File: config.mk
export PLATFORM = sky130hd
export DESIGN_NAME = serial_adder_ctrl
export DESIGN_NICKNAME = d
export VERILOG_FILES = /design/src/rtl/serial_adder_pkg.sv /design/src/rtl/serial_adder_ctrl_full_adder.sv /design/src/rtl/serial_adder_ctrl.sv
export SDC_FILE = /design/constraint.sdc
export NUM_CORES = 1
export LEC_CHECK = 0
export CAP_MARGIN = 0
export CORE_MARGIN = 2
export CORE_UTILIZATION = 35
export DETAILED_ROUTE_END_ITERATION = 12
export HOLD_SLACK_MARGIN = 0.1
export PLACE_DENSITY = 0.64
export SETUP_SLACK_MARGIN = 0.1
export SLEW_MARGIN = 25
export SYNTH_ARGS = -nofsm -noshare
export SYNTH_HDL_FRONTEND = slang
export SYNTH_SLANG_ARGS = --single-unit
File: constraint.sdc
create_clock -name clk -period 1.5 [get_ports clk]
set_clock_uncertainty 0.05 [all_clocks]
set_input_delay 0.15 -clock clk [delete_from_list [all_inputs] [get_ports clk]]
set_output_delay 0.15 -clock clk [all_outputs]
set_load 0.01 [all_outputs]
File: src/rtl/serial_adder_pkg.sv
// Shared FSM encoding and sizing helper for the bit-serial adder controller.
package serial_adder_pkg;

  typedef enum logic [1:0] {
    ST_IDLE  = 2'd0,
    ST_SHIFT = 2'd1,
    ST_DONE  = 2'd2
  } state_t;

  // Ceiling log2, never less than 1 so a counter always has at least one bit.
  function automatic int unsigned clog2(input int unsigned n);
    int unsigned r;
    r = 0;
    for (int i = 0; i < 32; i++) begin
      if ((64'd1 << i) < 64'(n)) r = 32'(i + 1);
    end
    return (r == 0) ? 32'd1 : r;
  endfunction

endpackage

File: src/rtl/serial_adder_ctrl_full_adder.sv
// Single-bit adder datapath: a full adder composed of two half adders.

// Half adder: sum and carry of two bits.
module half_adder (
  input  logic i_x,
  input  logic i_y,
  output logic o_sum_c,
  output logic o_carry_c
);
  assign o_sum_c   = i_x ^ i_y;
  assign o_carry_c = i_x & i_y;
endmodule

// Full adder: chains two half adders and ORs their carries.
module full_adder (
  input  logic i_a,
  input  logic i_b,
  input  logic i_cin,
  output logic o_sum_c,
  output logic o_carry_c
);
  logic w_s1;
  logic w_c1;
  logic w_c2;

  half_adder u_ha0 (
    .i_x       (i_a),
    .i_y       (i_b),
    .o_sum_c   (w_s1),
    .o_carry_c (w_c1)
  );

  half_adder u_ha1 (
    .i_x       (w_s1),
    .i_y       (i_cin),
    .o_sum_c   (o_sum_c),
    .o_carry_c (w_c2)
  );

  assign o_carry_c = w_c1 | w_c2;
endmodule

File: src/rtl/serial_adder_ctrl.sv
// Bit-serial adder controller: accepts operands, adds one bit per cycle LSB
// first, and presents the result until the consumer takes it.
module serial_adder_ctrl
  import serial_adder_pkg::*;
#(
  parameter int unsigned WIDTH = 8
) (
  input  logic             clk,
  input  logic             rst,
  input  logic             start_valid,
  output logic             start_ready,
  input  logic [WIDTH-1:0] a,
  input  logic [WIDTH-1:0] b,
  input  logic             cin,
  output logic [WIDTH-1:0] sum,
  output logic             cout,
  output logic             done_valid,
  input  logic             done_ready,
  output logic             busy
);

  localparam int unsigned     CNT_W    = clog2(WIDTH);
  localparam logic [CNT_W-1:0] CNT_LAST = CNT_W'(WIDTH - 1);

  state_t           r_state;
  logic [WIDTH-1:0] r_a;
  logic [WIDTH-1:0] r_b;
  logic [WIDTH-1:0] r_sum;
  logic             r_carry;
  logic             r_cout;
  logic [CNT_W-1:0] r_cnt;
  logic             r_start_ready;
  logic             r_done_valid;
  logic             r_busy;

  logic             w_sum_bit;
  logic             w_carry_nxt;
  logic [WIDTH-1:0] w_sum_shift;

  // Per-bit add of the current operand LSBs with the running carry.
  full_adder u_fa (
    .i_a       (r_a[0]),
    .i_b       (r_b[0]),
    .i_cin     (r_carry),
    .o_sum_c   (w_sum_bit),
    .o_carry_c (w_carry_nxt)
  );

  // Result register shifts right, new bit enters at the MSB.
  if (WIDTH == 1) begin : g_w1
    assign w_sum_shift = w_sum_bit;
  end else begin : g_wn
    assign w_sum_shift = {w_sum_bit, r_sum[WIDTH-1:1]};
  end

  // Controller FSM with registered handshake outputs and datapath registers.
  always_ff @(posedge clk or posedge rst) begin
    if (rst) begin
      r_state       <= ST_IDLE;
      r_a           <= '0;
      r_b           <= '0;
      r_sum         <= '0;
      r_carry       <= 1'b0;
      r_cout        <= 1'b0;
      r_cnt         <= '0;
      r_start_ready <= 1'b1;
      r_done_valid  <= 1'b0;
      r_busy        <= 1'b0;
    end else begin
      case (r_state)
        ST_IDLE: begin
          if (start_valid) begin
            r_state       <= ST_SHIFT;
            r_a           <= a;
            r_b           <= b;
            r_carry       <= cin;
            r_sum         <= '0;
            r_cout        <= 1'b0;
            r_cnt         <= '0;
            r_start_ready <= 1'b0;
            r_busy        <= 1'b1;
          end
        end
        ST_SHIFT: begin
          r_a     <= r_a >> 1;
          r_b     <= r_b >> 1;
          r_carry <= w_carry_nxt;
          r_sum   <= w_sum_shift;
          if (r_cnt == CNT_LAST) begin
            // Last bit: counter saturates here, never wraps.
            r_state      <= ST_DONE;
            r_cout       <= w_carry_nxt;
            r_busy       <= 1'b0;
            r_done_valid <= 1'b1;
          end else begin
            r_cnt <= r_cnt + CNT_W'(1);
          end
        end
        ST_DONE: begin
          // Return to IDLE only; an accept can happen no earlier than next edge.
          if (done_ready) begin
            r_state       <= ST_IDLE;
            r_done_valid  <= 1'b0;
            r_start_ready <= 1'b1;
          end
        end
        default: begin
          r_state       <= ST_IDLE;
          r_start_ready <= 1'b1;
          r_done_valid  <= 1'b0;
          r_busy        <= 1'b0;
        end
      endcase
    end
  end

  assign start_ready = r_start_ready;
  assign done_valid  = r_done_valid;
  assign busy        = r_busy;
  assign sum         = r_sum;
  assign cout        = r_cout;

endmodule

==> flow_metrics.env, run 1 <==
export IMPL_critPathMaxStageDelay_ps=360
export IMPL_r2r_start="r_cnt[1]"
export IMPL_critPathRequiredTime_ps=1630
export IMPL_end_kind="register"
export IMPL_final_min_clock_period_ps=1381
export IMPL_finalSetupViolCount=0
export IMPL_avgSynthCellArea_um2=11.20
export IMPL_slowest_stage="dfrtp_1"
export IMPL_die_h_um=72.12
export IMPL_path_buf_inv=0
export IMPL_chipWidth_um=72.12
export IMPL_io_pins=33
export IMPL_place_inst=230
export IMPL_cts_hold_buf=0
export IMPL_async_reset_ff_frac=1.000
export IMPL_dp_hpwl_um=2493
export IMPL_drive_gt1_frac=0.2332
export IMPL_grt_first_pass_wirelength_um=6313
export IMPL_startpoint_type="register"
export IMPL_tns_ps=0
export IMPL_track_usage=0.1586
export IMPL_critPathTopFamily="flip-flops"
export IMPL_cts_tree="done"
export IMPL_synth_seq_cells=34
export IMPL_path_class="reg -> reg"
export IMPL_rr_worst_depth=5
export IMPL_gp_congestion=0.7831
export IMPL_syn_inst=145
export IMPL_hold_path_class="in -> async"
export IMPL_ant_nets=0
export IMPL_start_util=0.3679
export IMPL_wl_per_cell_um=14.86
export IMPL_yosysSeqAreaShare=0.5247
export IMPL_rows=24
export IMPL_p_per_area_nw_per_um2=2038
export IMPL_hold_ws_ps=156.6
export IMPL_antenna_found_initial=0
export IMPL_yosys_most_used_dff="dfrtp_1"
export IMPL_gr_total_overflow=0
export IMPL_drt_first_iter_violations=46
export IMPL_cts_buffers=5
export IMPL_timing_final_crit_share=0.9209
export IMPL_syn_to_final_growth_pct=40.22
export IMPL_rr_endpoint="r_cnt[0]"
export IMPL_cp_max_fo=6
export IMPL_clkLatencyLatePin_ps=290
export IMPL_outcome="completed"
export IMPL_cts_root_buf="clkbuf_8"
export IMPL_fp_dieArea_um2=5201
export IMPL_most_common_layout_cells="33 x dfrtp_1, 20 x clkdlybuf4s50_1, 19 x nor2_1"
export IMPL_htreeDepth=2
export IMPL_synth_edf_count=0
export IMPL_p_total_uw=4641
export IMPL_cts_max_path_buffers=2
export IMPL_grt_max_degree=35
export IMPL_drt_pass1_iter_count=4
export IMPL_syn_area_um2=1624
export IMPL_slew_headroom=0.7325
export IMPL_numPortBuffers=32
export IMPL_design_core_area_um2=4414
export IMPL_diodes=0
export IMPL_vias_per_cell=5.208
export IMPL_nNetsFinal=216
export IMPL_grt_pass1_vias=1305
export IMPL_synth_net_count=169
export IMPL_r2r_slack_ps=120
export IMPL_final_common_cell="dfrtp_1"
export IMPL_path_cells="ha_2 > ha_4 > nor2_2 > mux2_4 > a22o_1"
export IMPL_fill_cells=409
export IMPL_report_final_hold_viol_count=0
export IMPL_vias=1276
export IMPL_final_cells=245
export IMPL_fin_ws_ps=118.7
export IMPL_cts_sinks=34
export IMPL_cp_arrival_ps=1510
export IMPL_fmax_ghz=0.7239
export IMPL_routed_wl_um=3640
export IMPL_clk_pin_slew_worst_paths_ps=70
export IMPL_cap_viol_max_count=0
export IMPL_vdd_ir_drop_max_mv=0.9841
export IMPL_pre_cts_ws_ps=-9.137
export IMPL_synth_warnings=0
export IMPL_leakage_uw=0.001065
export IMPL_maxSlewViolCount=0
export IMPL_synth_cell_type_count=29
export IMPL_drc=0
export IMPL_tightest_slew_ps=401.2
export IMPL_rsz0062_at_grt="yes"
## area by class of cell
type / instances / area (um^2) / share of cell area
clock inverter: 2 / 60.06 / 0.02637
inverter: 10 / 37.54 / 0.01648
clock buffer: 6 / 82.58 / 0.03626
sequential: 34 / 852.1 / 0.3742
tap: 52 / 65.06 / 0.02857
multi-input combinational: 89 / 679.4 / 0.2984
timing repair buffer: 52 / 500.5 / 0.2198
## report_power, final
part	switching (uW)	total, uW	internal [uW]
clock network	345	1050	709
registers	252	1580	1330
logic	886	2010	1120
## logic make-up (layout without fill, tap and decap cells)
kind of cell	count (synthesis)	count (layout)	synth area share
AND/OR/NAND/NOR	40	40	0.1179
multiplexers	1	1	0.006933
adder cells (fa/ha/maj)	3	3	0.02773
flip-flops	34	34	0.5247
buffers and inverters	22	70	0.07627
AO/OA/AOI/OAI	45	45	0.2465
## metal layers
metal / up-vias / routed length, um / global-route usage
li1: 611 / - / -
met5: - / 0 / 0
met1: 615 / 1751 / 0.2230
met2: 42 / 1596 / 0.2304
met3: 8 / 217 / 0.04306
met4: 0 / 74 / 0.06709
## worst max path at each step
| stage | from | end | slack [ps] | depth (start not counted) |
|---|---|---|---|---|
| 2_1_floorplan | r_cnt[1] | r_cnt[0] | 80 | 5 |
| 3_3_place_gp | start_valid | r_a[5] | 60 | 4 |
| 3_5_place_dp | start_valid | r_a[3] | -9 | 5 |
| 4_1_cts | done_valid | done_valid | 100 | 1 |
| 5_1_grt | r_cnt[0] | r_cnt[0] | 70 | 5 |
| 6_report | r_cnt[1] | r_cnt[0] | 120 | 5 |
## through the flow
stage | cell area (um^2) | util
after floorplan | 1645 | -
after global placement | 2061 | 0.4668
after detailed placement | 2061 | 0.4668
after CTS | 2213 | 0.5014
after global routing | 2277 | 0.5159
final | 2277 | 0.5159
## what timing repair did
item	in CTS	in global routing
endpoints found under the setup margin	11	7
gates resized for setup	10	6
setup buffers	3	4
pin swaps	0	3
cloned	0	0
## sequential cells by signal, summed over array words and instances (netlist names)
name         count
busy             1
cout             1
done_valid       1
r_a              8
r_b              8
r_carry          1
r_cnt            3
r_state          2
start_ready      1
sum              8
## tightest hold or removal path, cell delays in order
cell and delay, ps:
clkdlybuf4s50_1 400, inv_1 90, buf_12 220
## synth_stat cells (all sizes together) (2+ instances only)
master | number | share of area
ha | 2 | 0.015
a21oi | 2 | 0.0062
a211oi | 6 | 0.037
nor2b | 2 | 0.0077
a22o | 16 | 0.086
o221a | 3 | 0.021
a32oi | 5 | 0.027
dfrtp | 33 | 0.51
nand3b | 4 | 0.018
nor2 | 22 | 0.054
nor3 | 7 | 0.022
buf | 12 | 0.053
nand2 | 2 | 0.0046
nand2b | 3 | 0.012
o21a | 5 | 0.023
o21ai | 3 | 0.0092
inv | 10 | 0.023
Note: power is estimated with default switching activity, not from simulation.
==> run 2, diff against run 1 <==
--- a/config.mk
+++ b/config.mk
@@ -5,14 +5,13 @@
 export SDC_FILE = /design/constraint.sdc
 export NUM_CORES = 1
 export LEC_CHECK = 0
-export CAP_MARGIN = 0
+export CAP_MARGIN = 20
 export CORE_MARGIN = 2
 export CORE_UTILIZATION = 35
 export DETAILED_ROUTE_END_ITERATION = 12
 export HOLD_SLACK_MARGIN = 0.1
 export PLACE_DENSITY = 0.64
 export SETUP_SLACK_MARGIN = 0.1
-export SLEW_MARGIN = 25
 export SYNTH_ARGS = -nofsm -noshare
 export SYNTH_HDL_FRONTEND = slang
 export SYNTH_SLANG_ARGS = --single-unit
==> results of run 2 <==
The final DEF is identical to that of run 1; final timing and power are the same.
==> run 3, diff against run 2 <==
--- a/config.mk
+++ b/config.mk
@@ -7,10 +7,10 @@
 export LEC_CHECK = 0
 export CAP_MARGIN = 20
 export CORE_MARGIN = 2
-export CORE_UTILIZATION = 35
+export CORE_UTILIZATION = 27
 export DETAILED_ROUTE_END_ITERATION = 12
 export HOLD_SLACK_MARGIN = 0.1
-export PLACE_DENSITY = 0.64
+export PLACE_DENSITY = 0.53
 export SETUP_SLACK_MARGIN = 0.1
 export SYNTH_ARGS = -nofsm -noshare
 export SYNTH_HDL_FRONTEND = slang
==> run 3 against run 2 <==
Net effect:
- total power shrank 10%
- via count shrank 0.47%
- clock power shrank 35%
- setup slack lost 13 ps
- highest routed layer unchanged
- design area shrank 2.8%
- utilization shrank 14 points
- die area grew 28%
- final cell count grew 8.2%
- fmax shrank 0.92%
==> flow_metrics.env, run 3 (synthesized netlist as in run 1, its figures left out) <==
export IMPL_path_buf_inv=0
export IMPL_rsz0062_at_grt="yes"
export IMPL_clk_pin_slew_worst_paths_ps=70
export IMPL_chipWidth_um=81.56
export IMPL_path_class="reg -> reg"
export IMPL_drc=0
export IMPL_fmax_ghz=0.7173
export IMPL_startpoint_type="register"
export IMPL_r2r_start="r_cnt[0]"
export IMPL_p_per_area_nw_per_um2=1886
export IMPL_cts_root_buf="clkbuf_8"
export IMPL_die_h_um=81.56
export IMPL_syn_to_final_growth_pct=36.29
export IMPL_fill_cells=577
export IMPL_io_pins=33
export IMPL_cap_viol_max_count=0
export IMPL_hold_path_class="in -> async"
export IMPL_path_cells="ha_2 > ha_4 > nor2_2 > mux2_2 > a22o_1"
export IMPL_grt_max_degree=35
export IMPL_slew_headroom=0.7269
export IMPL_drt_pass1_iter_count=4
export IMPL_outcome="completed"
export IMPL_htreeDepth=2
export IMPL_wl_per_cell_um=13.92
export IMPL_tightest_slew_ps=409.2
export IMPL_p_total_uw=4174
export IMPL_gr_total_overflow=0
export IMPL_rr_endpoint="r_cnt[0]"
export IMPL_r2r_slack_ps=110
export IMPL_vias_per_cell=4.792
export IMPL_antenna_found_initial=0
export IMPL_drt_first_iter_violations=104
export IMPL_final_common_cell="dfrtp_1"
export IMPL_cts_tree="done"
export IMPL_drive_gt1_frac=0.2158
export IMPL_vias=1270
export IMPL_finalSetupViolCount=0
export IMPL_nNetsFinal=213
export IMPL_diodes=0
export IMPL_cts_max_path_buffers=2
export IMPL_crit_path_end="r_cnt[0]"
export IMPL_leakage_uw=0.001007
export IMPL_most_common_layout_cells="33 x dfrtp_1, 21 x clkdlybuf4s50_1, 19 x nor2_1"
export IMPL_track_usage=0.1137
export IMPL_cts_buffers=5
export IMPL_rr_worst_depth=5
export IMPL_critPathTopFamily="adder cells"
export IMPL_critPathMaxStageDelay_ps=360
export IMPL_grt_pass1_vias=1201
export IMPL_maxSlewViolCount=0
export IMPL_clkLatencyLatePin_ps=280
export IMPL_start_util=0.2776
export IMPL_cp_arrival_ps=1520
export IMPL_dp_hpwl_um=2567
export IMPL_numPortBuffers=32
export IMPL_rows=28
export IMPL_cp_max_fo=7
export IMPL_cts_hold_buf=0
export IMPL_end_kind="register"
export IMPL_design_core_area_um2=5851
export IMPL_vdd_ir_drop_max_mv=0.5843
export IMPL_cp_depth=5
export IMPL_routed_wl_um=3689
export IMPL_tns_ps=0
export IMPL_cts_sinks=34
export IMPL_timing_final_crit_share=0.9294
export IMPL_ant_nets=0
export IMPL_hold_ws_ps=156.5
export IMPL_final_min_clock_period_ps=1394
export IMPL_report_final_hold_viol_count=0
export IMPL_critPathRequiredTime_ps=1620
export IMPL_startpoint="r_cnt[0]"
export IMPL_gp_congestion=0.7592
export IMPL_slowest_stage="dfrtp_1"
export IMPL_fp_dieArea_um2=6651
export IMPL_grt_first_pass_wirelength_um=5720
## run 3: area by class of cell
cell class              count  area (um^2)  share of cell area
clock buffers               7        86.33             0.03901
clock inverters             1        5.005            0.002261
inverters                  10        37.54             0.01696
multi-input cells          89        675.6              0.3053
flip-flops and latches     34        852.1              0.3850
well taps                  75        93.84             0.04240
repair buffers             49        462.9              0.2092
## run 3: metrics by stage
| stage | cells | area (um^2) | setup WS, ps | utilization |
|---|---|---|---|---|
| floorplan | 145 | 1645 | 83.65 | - |
| global placement | 251 | 2074 | 16.72 | 0.3546 |
| detailed placement | 251 | 2074 | 9.093 | 0.3546 |
| CTS | 263 | 2183 | 101.3 | 0.3732 |
| global route | 265 | 2213 | 40.20 | 0.3783 |
| finish | 265 | 2213 | 105.9 | 0.3783 |
## run 3: worst min-delay path: stages
cell and delay (ps):
clkdlybuf4s50_1 390, inv_1 90, buf_12 220
## run 3: how the worst min path moves through the flow
| stage | cells past startpoint | slack, ps | endpoint | from |
|---|---|---|---|---|
| after floorplan | 1 | 230 | r_a[7] | a[7] |
| after global placement | 1 | 430 | r_b[3] | r_b[3] |
| after detailed placement | 1 | 430 | r_b[5] | r_b[5] |
| after CTS | 3 | 160 | r_b[1] | rst |
| after global routing | 3 | 200 | r_b[2] | rst |
| final | 3 | 160 | r_b[2] | rst |
## run 3: power breakdown
| part | leakage [uW] | total (uW) | internal [uW] | switching (uW) |
|---|---|---|---|---|
| Sequential | 0.000409 | 1610 | 1330 | 281 |
| Clock | 0.0000482 | 687 | 370 | 317 |
| Combinational | 0.000550 | 1880 | 1030 | 851 |
| Total | 0.00101 | 4170 | 2730 | 1450 |
## run 3: repair_timing
item / in CTS / in global routing
endpoints found under the setup margin: 11 / 9
pin swaps: 0 / 3
buffers inserted: 4 / 2
resized for setup: 10 / 4
## run 3: per-layer routing
layer | track usage | wire length (um) | vias up
met5 | 0 | 0 | -
met4 | 0.04576 | 74 | 0
met3 | 0.03077 | 147 | 6
met2 | 0.1770 | 1802 | 30
met1 | 0.1493 | 1664 | 625
li1 | - | - | 609
